===== config.mk =====
export PLATFORM = sky130hd
export DESIGN_NAME = regfile_sb
export DESIGN_NICKNAME = d
export VERILOG_FILES = /design/src/rtl/regfile_sb.sv
export SDC_FILE = /design/constraint.sdc
export NUM_CORES = 1
export LEC_CHECK = 0
export CORE_UTILIZATION = 60
export CTS_CLUSTER_DIAMETER = 50
export DETAILED_ROUTE_END_ITERATION = 8
export GPL_ROUTABILITY_DRIVEN = 0
export PLACE_DENSITY = 0.8
export RECOVER_POWER = 100
export SLEW_MARGIN = 20
export SYNTH_ARGS = -nofsm -noshare
export SYNTH_HDL_FRONTEND = slang
export SYNTH_SLANG_ARGS = --single-unit

===== constraint.sdc =====
create_clock -name clk -period 3.85 [get_ports clk]
set_clock_uncertainty 0.2 [all_clocks]
set_input_delay 1.155 -clock clk [delete_from_list [all_inputs] [get_ports clk]]
set_output_delay 1.155 -clock clk [all_outputs]
set_load 0.01 [all_outputs]

===== src/rtl/regfile_sb.sv =====
// Register file with two combinational read ports, one write port, optional
// write-to-read bypass, optional hard-wired zero register and a busy scoreboard.
module regfile_sb #(
    parameter  int WIDTH    = 16,
    parameter  int DEPTH    = 16,
    parameter  int ZERO_REG = 1,
    parameter  int BYPASS   = 1,
    localparam int ADDR_W   = $clog2(DEPTH)
) (
    input  logic              clk,
    input  logic              rst,
    input  logic [ADDR_W-1:0] rd_addr1,
    input  logic [ADDR_W-1:0] rd_addr2,
    output logic [WIDTH-1:0]  rd_data1,
    output logic [WIDTH-1:0]  rd_data2,
    output logic              rd_busy1,
    output logic              rd_busy2,
    input  logic              wr_en,
    input  logic [ADDR_W-1:0] wr_addr,
    input  logic [WIDTH-1:0]  wr_data,
    input  logic              iss_en,
    input  logic [ADDR_W-1:0] iss_addr,
    output logic [DEPTH-1:0]  busy_vec
);

    logic [WIDTH-1:0]  regs_q [DEPTH];
    logic [DEPTH-1:0]  busy_q;
    logic [DEPTH-1:0]  busy_d;
    logic              wr_we;
    logic              wr_to_zero;

    assign wr_to_zero = (ZERO_REG != 0) && (wr_addr == '0);
    assign wr_we      = wr_en && !wr_to_zero;

    // Issue takes priority over writeback so a new producer replaces the old one.
    for (genvar gi = 0; gi < DEPTH; gi++) begin : g_busy
        if ((ZERO_REG != 0) && (gi == 0)) begin : g_zero
            assign busy_d[gi] = 1'b0;
        end else begin : g_normal
            always_comb begin
                busy_d[gi] = busy_q[gi];
                if (iss_en && (iss_addr == ADDR_W'(gi))) begin
                    busy_d[gi] = 1'b1;
                end else if (wr_en && (wr_addr == ADDR_W'(gi))) begin
                    busy_d[gi] = 1'b0;
                end
            end
        end
    end

    always_ff @(posedge clk or negedge rst) begin
        if (!rst) begin
            for (int i = 0; i < DEPTH; i++) begin
                regs_q[i] <= '0;
            end
            busy_q <= '0;
        end else begin
            if (wr_we) begin
                regs_q[wr_addr] <= wr_data;
            end
            busy_q <= busy_d;
        end
    end

    assign busy_vec = busy_q;

    logic [ADDR_W-1:0] rd_addr_a [2];
    logic [WIDTH-1:0]  rd_data_a [2];
    logic [1:0]        rd_busy_a;

    assign rd_addr_a[0] = rd_addr1;
    assign rd_addr_a[1] = rd_addr2;

    for (genvar gi = 0; gi < 2; gi++) begin : g_rd
        logic addr_zero;
        logic wr_match;

        assign addr_zero = (ZERO_REG != 0) && (rd_addr_a[gi] == '0);
        assign wr_match  = (BYPASS != 0) && wr_en && (wr_addr == rd_addr_a[gi]);

        always_comb begin
            rd_data_a[gi] = regs_q[rd_addr_a[gi]];
            if (addr_zero) begin
                rd_data_a[gi] = '0;
            end else if (wr_match) begin
                rd_data_a[gi] = wr_data;
            end
        end

        // A writeback landing this cycle already resolves the hazard.
        assign rd_busy_a[gi] = busy_q[rd_addr_a[gi]] & ~wr_match;
    end

    assign rd_data1 = rd_data_a[0];
    assign rd_data2 = rd_data_a[1];
    assign rd_busy1 = rd_busy_a[0];
    assign rd_busy2 = rd_busy_a[1];

endmodule


==> flow_metrics.py <==
metrics = {
    "outcome": {
        "outcome": "finished with violations",
        "violations": "max-capacitance violations, max-slew violations, negative setup slack",
    },
    "cts": {
        "cts_made_buffers": 31,
        "cts.sinks": 271,
        "holdBufCountCts": 0,
        "htree_levels": 1,
        "path_clk_slew_ns": 0.06,
        "cts-root-buf": "clkbuf_16",
        "clk_path_buf_depth": 3,
        "cts_tree": "built",
        "clock_latency_ns": 0.55,
    },
    "pwr": {
        "irDropWorstVdd_mv": 0.4810,
        "seq_power_share_pct": 41.4,
        "p_leak_nw": 8.099,
        "intPower_w": 0.006823,
        "combPwrFrac_pct": 27.8,
        "p_clk_share_pct": 30.8,
        "swShare_pct": 29.77,
        "powerDensity_nw_per_um2": 510.4,
        "power.net_switching_w": 0.002892,
    },
    "global_routing": {
        "antenna_found_initial": 0,
        "grt_pass1_vias": 12004,
        "grt.total_usage_pct": 37.42,
        "grt_pass1_wl_um": 72250,
        "grt_overflow": 0,
        "use_met1_pct": 46.96,
        "gr-usage-met2_pct": 59.78,
        "top_usage_layer": "met2",
        "grt_max_degree": 77,
        "met3_usage_pct": 8.213,
    },
    "place": {
        "dp_hpwl_um": 28360,
        "port_buffers": 84,
        "dp.cells": 1489,
    },
    "routing": {
        "drc": 0,
        "via_per_inst": 7.034,
        "drtAntennaViolNets": 0,
        "detail_route.iter0.violations": 1235,
        "dr.pass1.iters": 6,
        "routedWlPerCell_um": 30.26,
        "num_vias": 11248,
        "wl_um": 48390,
    },
    "timing": {
        "setup_viol": 34,
        "relSlewSlack_pct": -27.02,
        "fmax_ghz": 0.2407,
        "maxSlewViolCount": 145,
        "hold_violations": 0,
        "fin_ws_ns": -0.3045,
        "worstMarginPinSlew_ns": 1.905,
        "period_minus_slack_ns": 4.154,
        "fin_crit_sh_pct": 107.9,
        "rsz0062_at_grt": "true",
        "setup_tns_ns": -7.666,
    },
    "yosys": {
        "syn_inst": 1060,
        "synth_cell_types": 38,
        "async_flop_share_pct": 100.0,
        "synth_seq_cells": 271,
        "synth_area_leaders": "dfrtp_1 (45%), mux2_2 (20%), mux4_2 (16%)",
        "yosys.area.top_type": "dfrtp_1",
        "syn-num-nets": 1096,
        "syn_avg_cell_area_um2": 14.20,
        "yosysWarningCount": 0,
        "synthesis.area_um2": 15060,
        "synthFlopType": "dfrtp_1",
        "ys_seq_area_share_pct": 45.04,
        "synth_top_area_share_pct": 45.04,
        "synth_edf_count": 0,
    },
    "worst_setup_path": {
        "crit_path_end_kind": "output pin",
        "startpoint_type": "primary input",
        "crit_top_cell": "buf_12",
        "arrival_ns": 2.80,
        "worst_path_max_delay_cell": "or3_4",
        "worstSetupPathType": "primary input to output pin",
        "required_ns": 2.49,
        "critPathMaxStageDelay_ns": 0.40,
        "path_cells": "buf_16, buf_12, or3_4, o22a_1, buf_12, buf_12, a22o_1, buf_2",
        "crit_fanout": 9,
    },
    "die": {
        "rows": 57,
        "dieArea_um2": 25730,
        "core_area_um2": 24460,
        "ioPinCount": 86,
        "die_y_um": 160.4,
        "die_w_um": 160.4,
        "start_util_pct": 61.55,
    },
    "cells_and_area": {
        "final_nets": 1288,
        "finalNonFillerCells": 1599,
        "layout-drive-gt1-share_pct": 56.44,
        "syn2layout_area_growth_pct": 26.41,
    },
    "min_path": {
        "hold_class": "flop to flop",
    },
    "run": {
        "maxCapViolations": 5,
    },
}
## sequential cells by signal, summed over array words and instances (netlist names)
| signal | count |
|---|---|
| busy_vec | 15 |
| regs_q | 256 |
## power groups by stage
stage,Sequential [W],Clock (W),Combinational (W)
CTS,0.00395,0.00300,0.00261
detailed placement,0.00399,0,0.00246
global route,0.00407,0.00313,0.00283
finish,0.00402,0.00299,0.00270
floorplan,0.00383,0,0.00166
global placement,0.00393,0,0.00239
## critical path: cells and delay by family
kind,cells,cell delay (ns)
AO/OA/AOI/OAI,2,0.47
buffers and inverters,5,0.76
AND/OR/NAND/NOR,1,0.40
## Yosys cell counts (3+ instances only)
| cell | instances |
|---|---|
| nor2_1 | 4 |
| buf_2 | 43 |
| or3_1 | 5 |
| o31ai_1 | 3 |
| nor3_1 | 4 |
| buf_4 | 13 |
| o21ai_0 | 49 |
| mux2i_1 | 39 |
| mux2_2 | 273 |
| nor3b_1 | 3 |
| o22ai_1 | 60 |
| mux4_2 | 104 |
| o22a_1 | 3 |
| a22o_1 | 32 |
| dfrtp_1 | 271 |
| clkbuf_1 | 52 |
| buf_6 | 7 |
| xnor2_1 | 6 |
| nor2_2 | 9 |
| nand2b_1 | 6 |
| mux2_4 | 27 |
| buf_1 | 4 |
| nand2_1 | 17 |
| inv_1 | 5 |
## metal layers
metal	share of wire [%]	routed length, um
met1	37	17840
met2	48	23430
met3	8.2	3974
met4	6.5	3142
met5	0	0
## through the flow
| stage | hold slack, ns | utilization [%] | power [W] | area (um^2) | worst slack (ns) |
|---|---|---|---|---|---|
| after floorplan | 0.2413 | - | 0.005492 | 15080 | 0.004401 |
| after global placement | 0.1780 | 69.93 | 0.006314 | 17110 | -0.7861 |
| after detailed placement | 0.1836 | 69.93 | 0.006457 | 17110 | -0.8132 |
| after CTS | 0.1985 | 77.91 | 0.009565 | 19060 | -0.2936 |
| after global routing | 0.2141 | 77.80 | 0.01003 | 19030 | -0.3209 |
| final | 0.1993 | 77.81 | 0.009714 | 19030 | -0.3045 |
## layout make-up
type                       instances  area, um^2
antenna                            1       2.502
clock buffer                      40       849.6
clock inverter                    15       182.7
fill                            1321        5429
inverter                           5       18.77
multi-input combinational        665        8039
sequential                       271        6782
tap                              324       405.4
timing repair buffer             278        2754
## cell families after synthesis
| group | synth area share, % |
|---|---|
| buffers and inverters | 4.122 |
| muxes | 41.26 |
| DFF | 45.04 |
| and+or+nand+nor | 2.393 |
| other | 0.02491 |
| AOI/OAI and AO/OA | 6.698 |
| xor gates and xnor gates | 0.4654 |
## layout by cell type (no fill, tap or decap), types with 5 or more instances in the layout
cell type        netlist  final
buf_6                  7     21
buf_4                 13    102
o21ai_0               49     45
clkbuf_16              0     32
nor2_2                 9      8
dlygate4sd3_1          0     16
clkdlybuf4s50_1        0     20
inv_1                  5      5
mux2_1                 0     32
buf_12                 0     38
dfrtp_1              271    271
nand2_1               17     16
buf_2                 43     32
mux2i_2                0     12
a22o_1                32     30
o22ai_2                0     32
mux2i_1               39     22
o22ai_1               60     24
buf_8                  0      9
mux2_2               273    267
clkbuf_1              52     29
nand2b_1               6      6
mux2i_4                0      5
nor2_1                 4      5
mux4_2               104    104
## timing repair
item                                    in CTS  in global routing
gates resized for setup                    261                 54
setup buffers                               46                  9
endpoints found under the setup margin      34                 34
gates cloned                                 6                  1
pin swaps                                   39                 27
## path summary, 6_finish.rpt
check,from,endpoint,slack (ns),cells past startpoint
worst min-delay path,regs_q[243],regs_q[243],0.20,0
worst max register to register,busy_vec[14],busy_vec[14],2.78,2
worst min register to register,regs_q[243],regs_q[243],0.20,0
min in group asynchronous,rst,regs_q[168],0.91,1
worst max-delay path,rd_addr2[1],rd_data2[7],-0.30,8
max in group asynchronous,rst,regs_q[240],0.53,2
Power figures use the tool's default switching activity.
